===== src/rtl/conn_setup_sequencer.sv =====
// Connection-setup sequencer: arbitrates two requesters, emits the ConnSetupFrame
// command sequence to the RPC unit, then waits for completion, RPC error or timeout.
module conn_setup_sequencer #(
  parameter int unsigned TIMEOUT_CYCLES = 256,
  parameter int unsigned CONN_ID_W      = 16,
  parameter int unsigned FLOW_ID_W      = 16,
  localparam int unsigned CMD_W   = 3,
  localparam int unsigned DATA_W  = (CONN_ID_W > 32) ?
                                    ((CONN_ID_W > FLOW_ID_W) ? CONN_ID_W : FLOW_ID_W) :
                                    ((FLOW_ID_W > 32) ? FLOW_ID_W : 32),
  localparam int unsigned FRAME_W = CMD_W + DATA_W
) (
  input  logic                      clk,
  input  logic                      reset,
  input  logic [1:0]                req_valid,
  output logic [1:0]                req_ready,
  input  logic [1:0]                req_open,
  input  logic [1:0][CONN_ID_W-1:0] req_conn_id,
  input  logic [1:0][31:0]          req_dest_ip,
  input  logic [1:0][15:0]          req_dest_port,
  input  logic [1:0][FLOW_ID_W-1:0] req_client_flow_id,
  output logic                      conn_setup_en_out,
  output logic [FRAME_W-1:0]        conn_setup_frame_out,
  input  logic                      status_valid_in,
  input  logic [CONN_ID_W-1:0]      status_conn_id_in,
  input  logic                      status_error_in,
  input  logic                      rpc_error_in,
  output logic                      resp_valid,
  output logic                      resp_requester,
  output logic [1:0]                resp_code,
  output logic                      busy
);

  localparam int unsigned CNT_W = $clog2(TIMEOUT_CYCLES + 1);

  typedef enum logic [1:0] {ST_IDLE, ST_SEND, ST_WAIT, ST_RESP} state_e;

  // Frame layout is {cmd, data}; cmd encoding is shared with the RPC unit.
  typedef enum logic [CMD_W-1:0] {
    CMD_CONN_ID = 3'd0,
    CMD_OPEN    = 3'd1,
    CMD_DEST_IP = 3'd2,
    CMD_PORT    = 3'd3,
    CMD_FLOW_ID = 3'd4,
    CMD_ENABLE  = 3'd5
  } cmd_e;

  state_e               state_q, state_d;
  logic                 rr_q, rr_d;
  logic                 gnt_q, gnt_d;
  logic                 open_q, open_d;
  logic [CONN_ID_W-1:0] id_q, id_d;
  logic [31:0]          ip_q, ip_d;
  logic [15:0]          port_q, port_d;
  logic [FLOW_ID_W-1:0] flow_q, flow_d;
  logic [2:0]           idx_q, idx_d;
  logic [CNT_W-1:0]     cnt_q, cnt_d;
  logic                 to_q, to_d;
  logic                 rpc_q, rpc_d;

  logic                 gnt;
  logic [1:0]           code_d;
  cmd_e                 cmd;
  logic [DATA_W-1:0]    data;
  logic                 en_d;
  logic [FRAME_W-1:0]   frame_d;
  logic                 resp_valid_d;
  logic                 resp_requester_d;
  logic [1:0]           resp_code_d;
  logic                 busy_d;

  // Next-state and registered-output decode.
  always_comb begin
    state_d = state_q;
    rr_d    = rr_q;
    gnt_d   = gnt_q;
    open_d  = open_q;
    id_d    = id_q;
    ip_d    = ip_q;
    port_d  = port_q;
    flow_d  = flow_q;
    idx_d   = idx_q;
    cnt_d   = cnt_q;
    to_d    = to_q;
    rpc_d   = rpc_q;
    code_d  = 2'd0;
    req_ready = 2'b00;
    gnt     = req_valid[rr_q] ? rr_q : ~rr_q;
    cmd     = CMD_ENABLE;
    data    = '0;

    unique case (state_q)
      ST_IDLE: begin
        req_ready[gnt] = req_valid[gnt];
        if (|req_valid) begin
          gnt_d   = gnt;
          rr_d    = ~gnt;
          open_d  = req_open[gnt];
          id_d    = req_conn_id[gnt];
          ip_d    = req_dest_ip[gnt];
          port_d  = req_dest_port[gnt];
          flow_d  = req_client_flow_id[gnt];
          idx_d   = 3'd0;
          state_d = ST_SEND;
        end
      end
      ST_SEND: begin
        if (idx_q == (open_q ? 3'd5 : 3'd2)) begin
          state_d = ST_WAIT;
          cnt_d   = '0;
          to_d    = 1'b0;
          rpc_d   = rpc_error_in;
        end else begin
          idx_d = idx_q + 3'd1;
        end
      end
      ST_WAIT: begin
        // Timeout is flagged one cycle after the counter reaches its limit.
        cnt_d = cnt_q + CNT_W'(1);
        to_d  = (cnt_q == CNT_W'(TIMEOUT_CYCLES - 1));
        if (status_valid_in && (status_conn_id_in == id_q)) begin
          state_d = ST_RESP;
          code_d  = status_error_in ? 2'd1 : 2'd0;
        end else if (rpc_error_in && !rpc_q) begin
          state_d = ST_RESP;
          code_d  = 2'd3;
        end else if (to_q) begin
          state_d = ST_RESP;
          code_d  = 2'd2;
        end
      end
      ST_RESP: state_d = ST_IDLE;
      default: state_d = ST_IDLE;
    endcase

    // Close sequence skips the open-only fields.
    if (open_d) begin
      cmd = cmd_e'(idx_d);
    end else begin
      unique case (idx_d)
        3'd0:    cmd = CMD_CONN_ID;
        3'd1:    cmd = CMD_OPEN;
        default: cmd = CMD_ENABLE;
      endcase
    end

    unique case (cmd)
      CMD_CONN_ID: data = DATA_W'(id_d);
      CMD_OPEN:    data = DATA_W'(open_d);
      CMD_DEST_IP: data = DATA_W'(ip_d);
      CMD_PORT:    data = DATA_W'(port_d);
      CMD_FLOW_ID: data = DATA_W'(flow_d);
      default:     data = '0;
    endcase

    en_d             = (state_d == ST_SEND);
    frame_d          = en_d ? {cmd, data} : '0;
    resp_valid_d     = (state_d == ST_RESP);
    resp_requester_d = resp_valid_d ? gnt_d : 1'b0;
    resp_code_d      = resp_valid_d ? code_d : 2'd0;
    busy_d           = (state_d != ST_IDLE);
  end

  always_ff @(posedge clk or negedge reset) begin
    if (!reset) begin
      state_q              <= ST_IDLE;
      rr_q                 <= 1'b0;
      gnt_q                <= 1'b0;
      open_q               <= 1'b0;
      id_q                 <= '0;
      ip_q                 <= '0;
      port_q               <= '0;
      flow_q               <= '0;
      idx_q                <= '0;
      cnt_q                <= '0;
      to_q                 <= 1'b0;
      rpc_q                <= 1'b0;
      conn_setup_en_out    <= 1'b0;
      conn_setup_frame_out <= '0;
      resp_valid           <= 1'b0;
      resp_requester       <= 1'b0;
      resp_code            <= 2'd0;
      busy                 <= 1'b0;
    end else begin
      state_q              <= state_d;
      rr_q                 <= rr_d;
      gnt_q                <= gnt_d;
      open_q               <= open_d;
      id_q                 <= id_d;
      ip_q                 <= ip_d;
      port_q               <= port_d;
      flow_q               <= flow_d;
      idx_q                <= idx_d;
      cnt_q                <= cnt_d;
      to_q                 <= to_d;
      rpc_q                <= rpc_d;
      conn_setup_en_out    <= en_d;
      conn_setup_frame_out <= frame_d;
      resp_valid           <= resp_valid_d;
      resp_requester       <= resp_requester_d;
      resp_code            <= resp_code_d;
      busy                 <= busy_d;
    end
  end

endmodule


===== config.mk =====
export PLATFORM = sky130hd
export DESIGN_NAME = conn_setup_sequencer
export DESIGN_NICKNAME = d
export VERILOG_FILES = /design/src/rtl/conn_setup_sequencer.sv
export SDC_FILE = /design/constraint.sdc
export NUM_CORES = 1
export LEC_CHECK = 0
export ABC_AREA = 1
export CAP_MARGIN = 15
export CORE_MARGIN = 8
export CORE_UTILIZATION = 47
export DETAILED_ROUTE_END_ITERATION = 12
export PLACE_DENSITY_LB_ADDON = 0.1
export RECOVER_POWER = 50
export SETUP_SLACK_MARGIN = 0.4
export SLEW_MARGIN = 20
export SYNTH_ARGS = -nofsm -noshare
export SYNTH_HDL_FRONTEND = slang
export SYNTH_SLANG_ARGS = --single-unit

===== constraint.sdc =====
create_clock -name clk -period 2 [get_ports clk]
set_clock_uncertainty 0.05 [all_clocks]
set_input_delay 0.2 -clock clk [delete_from_list [all_inputs] [get_ports clk]]
set_output_delay 0.2 -clock clk [all_outputs]
set_load 0.02 [all_outputs]

==> results.toml, run 1 <==
[status]
status = "complete, but fails checks"
violations = "negative setup slack"

[final_layout]
layout.nets = 1412
area_growth_syn_to_layout_pct = 78.7
drive_gt1_share_pct = 33.0
final_area_mm2 = 0.0125

[floorplan]
die_width_um = 138
row_count = 44
die_area_mm2 = 0.0191
die_y_um = 138
core_area_mm2 = 0.0146
start_util_pct = 48.1
io_pins = 228

[placed_design]
place_congestion = 0.905
place_ws_ps = -287
portBuffers = 227
place_area_mm2 = 0.0100
hpwl_um = 18300

[routing]
drc = 0
drt-initial-drc-count = 798
routed-via-count = 8251
ant_nets = 0
vias_per_cell = 5.79
dr.pass1.iters = 5
routed_wl_um = 31800
route.detailed.wl_per_inst_um = 22.3

[logic_synthesis]
synth_ff_type = "dfrtp_1"
netlist_area_mm2 = 0.00702
yosys-top-cells-area = "dfrtp_1 50%, nand2_1 9.4%, nor2_1 8.9%, a21oi_1 7.0%, inv_1 4.2%"
yosys_warnings = 0
synthCells = 887
synth-seq-cells = 140
yosysMostFrequentCell = "nand2_1"
avgSynthCellArea_um2 = 7.91
async_flop_share_pct = 100
syn_nets = 1075
yosys.area.top_type = "dfrtp_1"
ys_seq_area_share_pct = 49.9
netlist-cell-type-count = 39
yosys-top-cells-count = "175 x nand2_1, 166 x nor2_1, 140 x dfrtp_1"
synth_top_cell_area_share_pct = 49.9
synth_edf_count = 0

[sta]
worstMarginPinSlew_ps = 770
setup_slack_ps = -54.0
post-route-period-util_pct = 103
fmax_mhz = 487
slew_headroom_pct = 48.7
rsz0062_at_grt = "yes"
hold_viol_final = 0
drv_slew = 0
finalSetupViolCount = 10
period_needed_ps = 2050

[worst_setup_path]
worstPathMaxFanout = 6
crit_chain = "inv_2, nand2_4, nor2_4, buf_12, buf_12, buf_8, o21ai_1, o22ai_4, nand3_1, nand3_1, nor2_1, nor2_1"
cp_slowest_stage_delay_ps = 400
start_kind = "register"
cp_num_buf_inv = 4
endpoint_kind = "register"
cpLargestDelayFamily = "simple AND/OR/NAND/NOR gates"
worst_ep_required_time_ps = 2300
ff2ff_setup_slack_ps = -50
critPathKind = "register to register"
cp_slowest_cell = "dfrtp_1"
crit_arrival_ps = 2350

[global_route]
grt_antenna_before_repair = 4
overflow = 0
grt.total_usage_pct = 27.6
grt_pass1_wl_um = 42100
grt_pass1_vias = 7852
grt_max_degree = 49

[cts]
cts_root_buf = "clkbuf_16"
cts_tree = "built"
cts-buffers-inserted = 17
path_clk_slew_ps = 60
clockBufferDepth = 2
clk_latency_ps = 420
htreeDepth = 4
cts.sinks = 140

[run]
drv_cap = 0

[power]
pwr_density_cell_mw_per_mm2 = 1800
peakVddDrop_v = 0.00118
p_leak_nw = 5.68

[min_path]
hold_path.class = "input port to register"
-- cell type report --
type                    count  area (um2)
flip-flops and latches    140        3510
fillers                   721        2040
repair buffers            364        3730
clock buffers              18         439
well taps                 184         230
inverters                  85         337
clock inverters            14         168
diodes                      4        10.0
multi-input cells         616        4120
-- path summary, 6_finish.rpt --
| kind | start | to | cells after the start |
|---|---|---|---|
| max in group asynchronous | reset | id_q[5]$_DFF_PN0_ | 3 |
| max reg2reg | state_q[1]$_DFF_PN0_ | conn_setup_frame_out[3]$_DFF_PN0_ | 12 |
| min | req_dest_ip[40] | ip_q[8]$_DFF_PN0_ | 3 |
| min reg2reg | gnt_q$_DFF_PN0_ | gnt_q$_DFF_PN0_ | 2 |
| min in group asynchronous | reset | ip_q[16]$_DFF_PN0_ | 2 |
| max | state_q[1]$_DFF_PN0_ | conn_setup_frame_out[3]$_DFF_PN0_ | 12 |
-- cells in the final DEF (no fill, tap or decap), types with 6 or more instances in the layout --
cell and instances:
a21oi_1 19, a21oi_2 46, a21oi_4 33, a31oi_1 10, a31oi_2 7, buf_12 19, buf_4 75, buf_6 29
buf_8 6, clkbuf_16 19, clkdlybuf4s50_1 183, clkinvlp_4 6, dfrtp_1 137, dlygate4sd2_1 38, inv_1 66, inv_2 15
nand2_1 161, nand2_2 14, nand2_4 8, nand3_1 37, nand3_2 17, nand4_1 7, nor2_1 128, nor2_2 26
nor2_4 20, o21ai_0 9, o21ai_1 9
-- routing by layer --
metal | GRT usage (%) | wire [um] | vias up
met5 | 0 | 0 | -
met4 | 13.0 | 2190 | 0
met3 | 5.68 | 2720 | 187
met2 | 46.5 | 15500 | 589
met1 | 33.1 | 11400 | 3927
li1 | - | - | 3548
-- sequential cells by signal, summed over array words and instances (netlist names) --
name	count
cnt_q	9
port_q	16
busy	1
flow_q	16
id_q	16
open_q	1
conn_setup_en_out	1
rpc_q	1
rr_q	1
resp_valid	1
gnt_q	1
resp_requester	1
state_q	2
to_q	1
ip_q	32
resp_code	2
idx_q	3
conn_setup_frame_out	35
-- kinds of logic (layout without fill, tap and decap cells) --
kind of cell	count (synthesis)	in the layout	share of synthesized area (%)
flops	140	140	49.9
xor+xnor	8	8	0.998
simple gates	437	437	26.8
other cells	0	4	0
buf+inv	131	481	8.36
fa+ha+maj	3	3	0.535
compound gates	168	168	13.4
-- power breakdown --
group          switching [mW]  internal [mW]  leakage, nW  total [mW]
combinational            8.35           6.32         3.70        14.7
clock                    1.29           1.99        0.281        3.28
sequential              0.619           4.05         1.70        4.67
total                    10.3           12.4         5.68        22.6
-- timing repair --
| action | CTS | global route |
|---|---|---|
| gates resized for setup | 175 | 219 |
| buffers inserted | 32 | 16 |
| endpoints found under the hold margin | 140 | 0 |
| gates cloned | 3 | 2 |
| pin swaps | 40 | 78 |
| setup endpoints to repair | 139 | 134 |
| hold buffers | 1 | 0 |
-- stage by stage --
step	instances	power, mW	util, %	hold slack (ps)	TNS (ps)
after floorplan	887	10.2	-	-146	0
after global placement	1335	13.9	68.9	49.5	-4130
after detailed placement	1335	14.1	68.9	48.4	-5590
after CTS	1403	19.1	78.8	177	0
after global routing	1425	23.6	86.0	322	-1900
final	1425	22.6	86.0	305	-357
-- worst register-to-register path: stages (launching register included) --
cell,delay (ps)
dfrtp_1,400
inv_2,120
nand2_4,70
nor2_4,140
buf_12,170
buf_12,150
buf_8,120
o21ai_1,120
o22ai_4,190
nand3_1,160
nand3_1,140
nor2_1,60
nor2_1,110
(Power assumes the default switching activity.)
==> inputs of run 2 (changes only) <==
--- a/config.mk
+++ b/config.mk
@@ -5,10 +5,10 @@
 export SDC_FILE = /design/constraint.sdc
 export NUM_CORES = 1
 export LEC_CHECK = 0
-export ABC_AREA = 1
+export ABC_AREA = 0
 export CAP_MARGIN = 15
 export CORE_MARGIN = 8
-export CORE_UTILIZATION = 47
+export CORE_UTILIZATION = 25
 export DETAILED_ROUTE_END_ITERATION = 12
 export PLACE_DENSITY_LB_ADDON = 0.1
 export RECOVER_POWER = 50
==> results.toml, run 2 <==
[global_route]
overflow = 0
grt.total_usage_pct = 15.1
grt_antenna_before_repair = 0
grt_pass1_vias = 6919
grt_pass1_wl_um = 38900
grt_max_degree = 65

[cts]
clk_latency_ps = 420
htreeDepth = 4
cts-buffers-inserted = 17
clockBufferDepth = 2
path_clk_slew_ps = 60
cts_root_buf = "clkbuf_16"
cts_tree = "built"
cts.sinks = 140

[final_layout]
layout_common_cells = "183 x clkdlybuf4s50_1, 139 x dfrtp_1, 83 x buf_4"
drive_gt1_share_pct = 39.0
post-route-util_pct = 47.8
num-fill-cells = 2597
layout_commonest_cell = "clkdlybuf4s50_1"
antenna_cells = 0
multiInputGateArea_mm2 = 0.00445
top_register = "conn_setup_frame_out"
largest_reg_flops = 35
area_growth_syn_to_layout_pct = 88.9
top_regs = "conn_setup_frame_out (35), ip_q (32)"
layout.nets = 1216
seqCellArea_mm2 = 0.00350

[logic_synthesis]
async_flop_share_pct = 100
syn_nets = 859
synth_ff_type = "dfrtp_1"
synth-seq-cells = 140
avgSynthCellArea_um2 = 10.4
yosys_warnings = 0
ys_seq_area_share_pct = 50.0
netlist-cell-type-count = 53
yosys.area.top_type = "dfrtp_1"
yosysMostFrequentCell = "dfrtp_1"
synth_top_cell_area_share_pct = 50.0
synthCells = 671
yosys-top-cells-count = "140 x dfrtp_1, 79 x o21ai_0, 72 x mux2i_1"
netlist_area_mm2 = 0.00701
synth_edf_count = 0
yosys-top-cells-area = "dfrtp_1 50%, mux2i_1 10%, o21ai_0 5.6%, nand2_1 3.5%, a21oi_1 2.6%"

[routing]
routed-via-count = 6422
drc = 0
routed_wl_um = 25500
vias_per_cell = 4.53
route.detailed.wl_per_inst_um = 18.0
dr.pass1.iters = 4
ant_nets = 0
drt-initial-drc-count = 332

[floorplan]
start_util_pct = 25.3
row_count = 61
die_width_um = 183
io_pins = 228
die_area_mm2 = 0.0337
die_y_um = 183
core_area_mm2 = 0.0277

[worst_setup_path]
worstPathMaxFanout = 6
r2r_cells = 10
r2r-end = "conn_setup_frame_out[5]$_DFF_PN0_"
start_kind = "register"
worst_ep_required_time_ps = 2290
ff2ff_setup_slack_ps = -210
rr_startpoint = "open_q$_DFF_PN0_"
crit_arrival_ps = 2500
endpoint_kind = "register"
critPathKind = "register to register"

[power]
p_leak_nw = 5.48
comb_power_share_pct = 65.2
switching_power_mw = 8.80
p_clk_share_pct = 14.7
peakVddDrop_v = 0.00104
p_int_mw = 13.5
swShare_pct = 39.5
pwr_density_cell_mw_per_mm2 = 1680
p_seq_share_pct = 20.1

[sta]
hold_slack_ps = 344
slew_headroom_pct = 13.0
worstMarginPinSlew_ps = 1300
period_needed_ps = 2210
drv_slew = 0
hold_viol_final = 0
rsz0062_at_grt = "yes"
fmax_mhz = 452
post-route-period-util_pct = 111
setup_slack_ps = -215
finalSetupViolCount = 31

[min_path]
hold_end = "resp_code[0]$_DFF_PN0_"
hold_path.class = "input port to register"
hold_depth = 3
min-delay-start = "status_error_in"

[placed_design]
place_congestion = 0.778
hpwl_um = 18100
portBuffers = 227

[status]
status = "complete, but fails checks"
violations = "negative setup slack"

[run]
drv_cap = 0
==> run 2: cell types whose count changed after synthesis, sizes merged, moves of 27 or more <==
cell and change:
o21ai +57, a211oi +27, inv -75, a21oi -62, mux2i +72, nand2 -118
nor2 -138, nand3 -40
==> run 2: metal layers <==
layer / share of wire (%) / routed length [um] / track usage (%) / vias up
li1: - / - / - / 3178
met2: 49 / 12600 / 25.0 / 158
met1: 45 / 11400 / 19.1 / 3077
met5: 0 / 0 / 0 / -
met3: 5.5 / 1410 / 4.09 / 9
met4: 0.53 / 136 / 3.87 / 0
==> run 2: repair_timing <==
| action | 4_1_cts | 5_1_grt |
|---|---|---|
| pin swaps | 28 | 22 |
| buffers inserted | 37 | 9 |
| setup endpoints to repair | 168 | 130 |
| gates cloned | 10 | 2 |
| endpoints found under the hold margin | 48 | 0 |
| hold buffers | 1 | 0 |
| gates resized for setup | 304 | 89 |
==> run 2: how the worst max path moves through the flow <==
stage / depth (start not counted) / slack (ps) / endpoint / from
2_1_floorplan: 11 / -10 / conn_setup_frame_out[10]$_DFF_PN0_ / state_q[0]$_DFF_PN0_
3_3_place_gp: 10 / -610 / conn_setup_frame_out[0]$_DFF_PN0_ / req_valid[1]
3_5_place_dp: 10 / -660 / conn_setup_frame_out[0]$_DFF_PN0_ / req_valid[1]
4_1_cts: 9 / -190 / conn_setup_frame_out[7]$_DFF_PN0_ / idx_q[0]$_DFF_PN0_
5_1_grt: 10 / -330 / conn_setup_frame_out[3]$_DFF_PN0_ / idx_q[2]$_DFF_PN0_
6_report: 10 / -210 / conn_setup_frame_out[5]$_DFF_PN0_ / open_q$_DFF_PN0_
==> run 2: logic make-up after synthesis <==
family                   share of synthesized area [%]
flip-flops                                        50.0
multiplexers                                      10.4
XOR/XNOR                                          2.25
adder cells (fa/ha/maj)                          0.536
AO/OA/AOI/OAI                                     20.4
buffers and inverters                             4.37
AND/OR/NAND/NOR                                   12.0
==> run 2: power by group through the flow <==
stage | Combinational [mW] | Sequential (mW) | Clock (mW)
detailed placement | 10.6 | 4.52 | 0
finish | 14.5 | 4.48 | 3.27
CTS | 13.7 | 4.48 | 3.36
floorplan | 5.87 | 4.73 | 0
global placement | 10.6 | 4.52 | 0
global route | 15.6 | 4.60 | 3.50
==> run 2: area by class of cell <==
cell class	instances	area share (%)
inverters	8	0.321
clock inverters	13	1.18
flip-flops and latches	140	26.5
multi-input cells	471	33.6
repair buffers	390	31.4
clock buffers	19	3.42
well taps	378	3.57
==> run 2: through the flow <==
step	setup slack (ps)	instances	area, um2	power (mW)	TNS, ps
4_1_cts	-191	1408	12700	21.5	-2690
5_1_grt	-333	1419	13200	23.7	-7350
2_1_floorplan	-14.4	671	7200	10.6	-142
3_3_place_gp	-612	1328	10600	15.1	-21610
6_report	-215	1419	13200	22.3	-3450
3_5_place_dp	-658	1328	10600	15.2	-22160
==> run 2: critical path, cell delays in order (launching register included) <==
cell       delay (ps)
dfrtp_1           410
nor4b_4           320
buf_4             180
a311oi_2           40
a21o_1            230
buf_6             160
nor4_4            190
buf_4             180
clkbuf_16         150
a22oi_2            50
a211oi_2          170
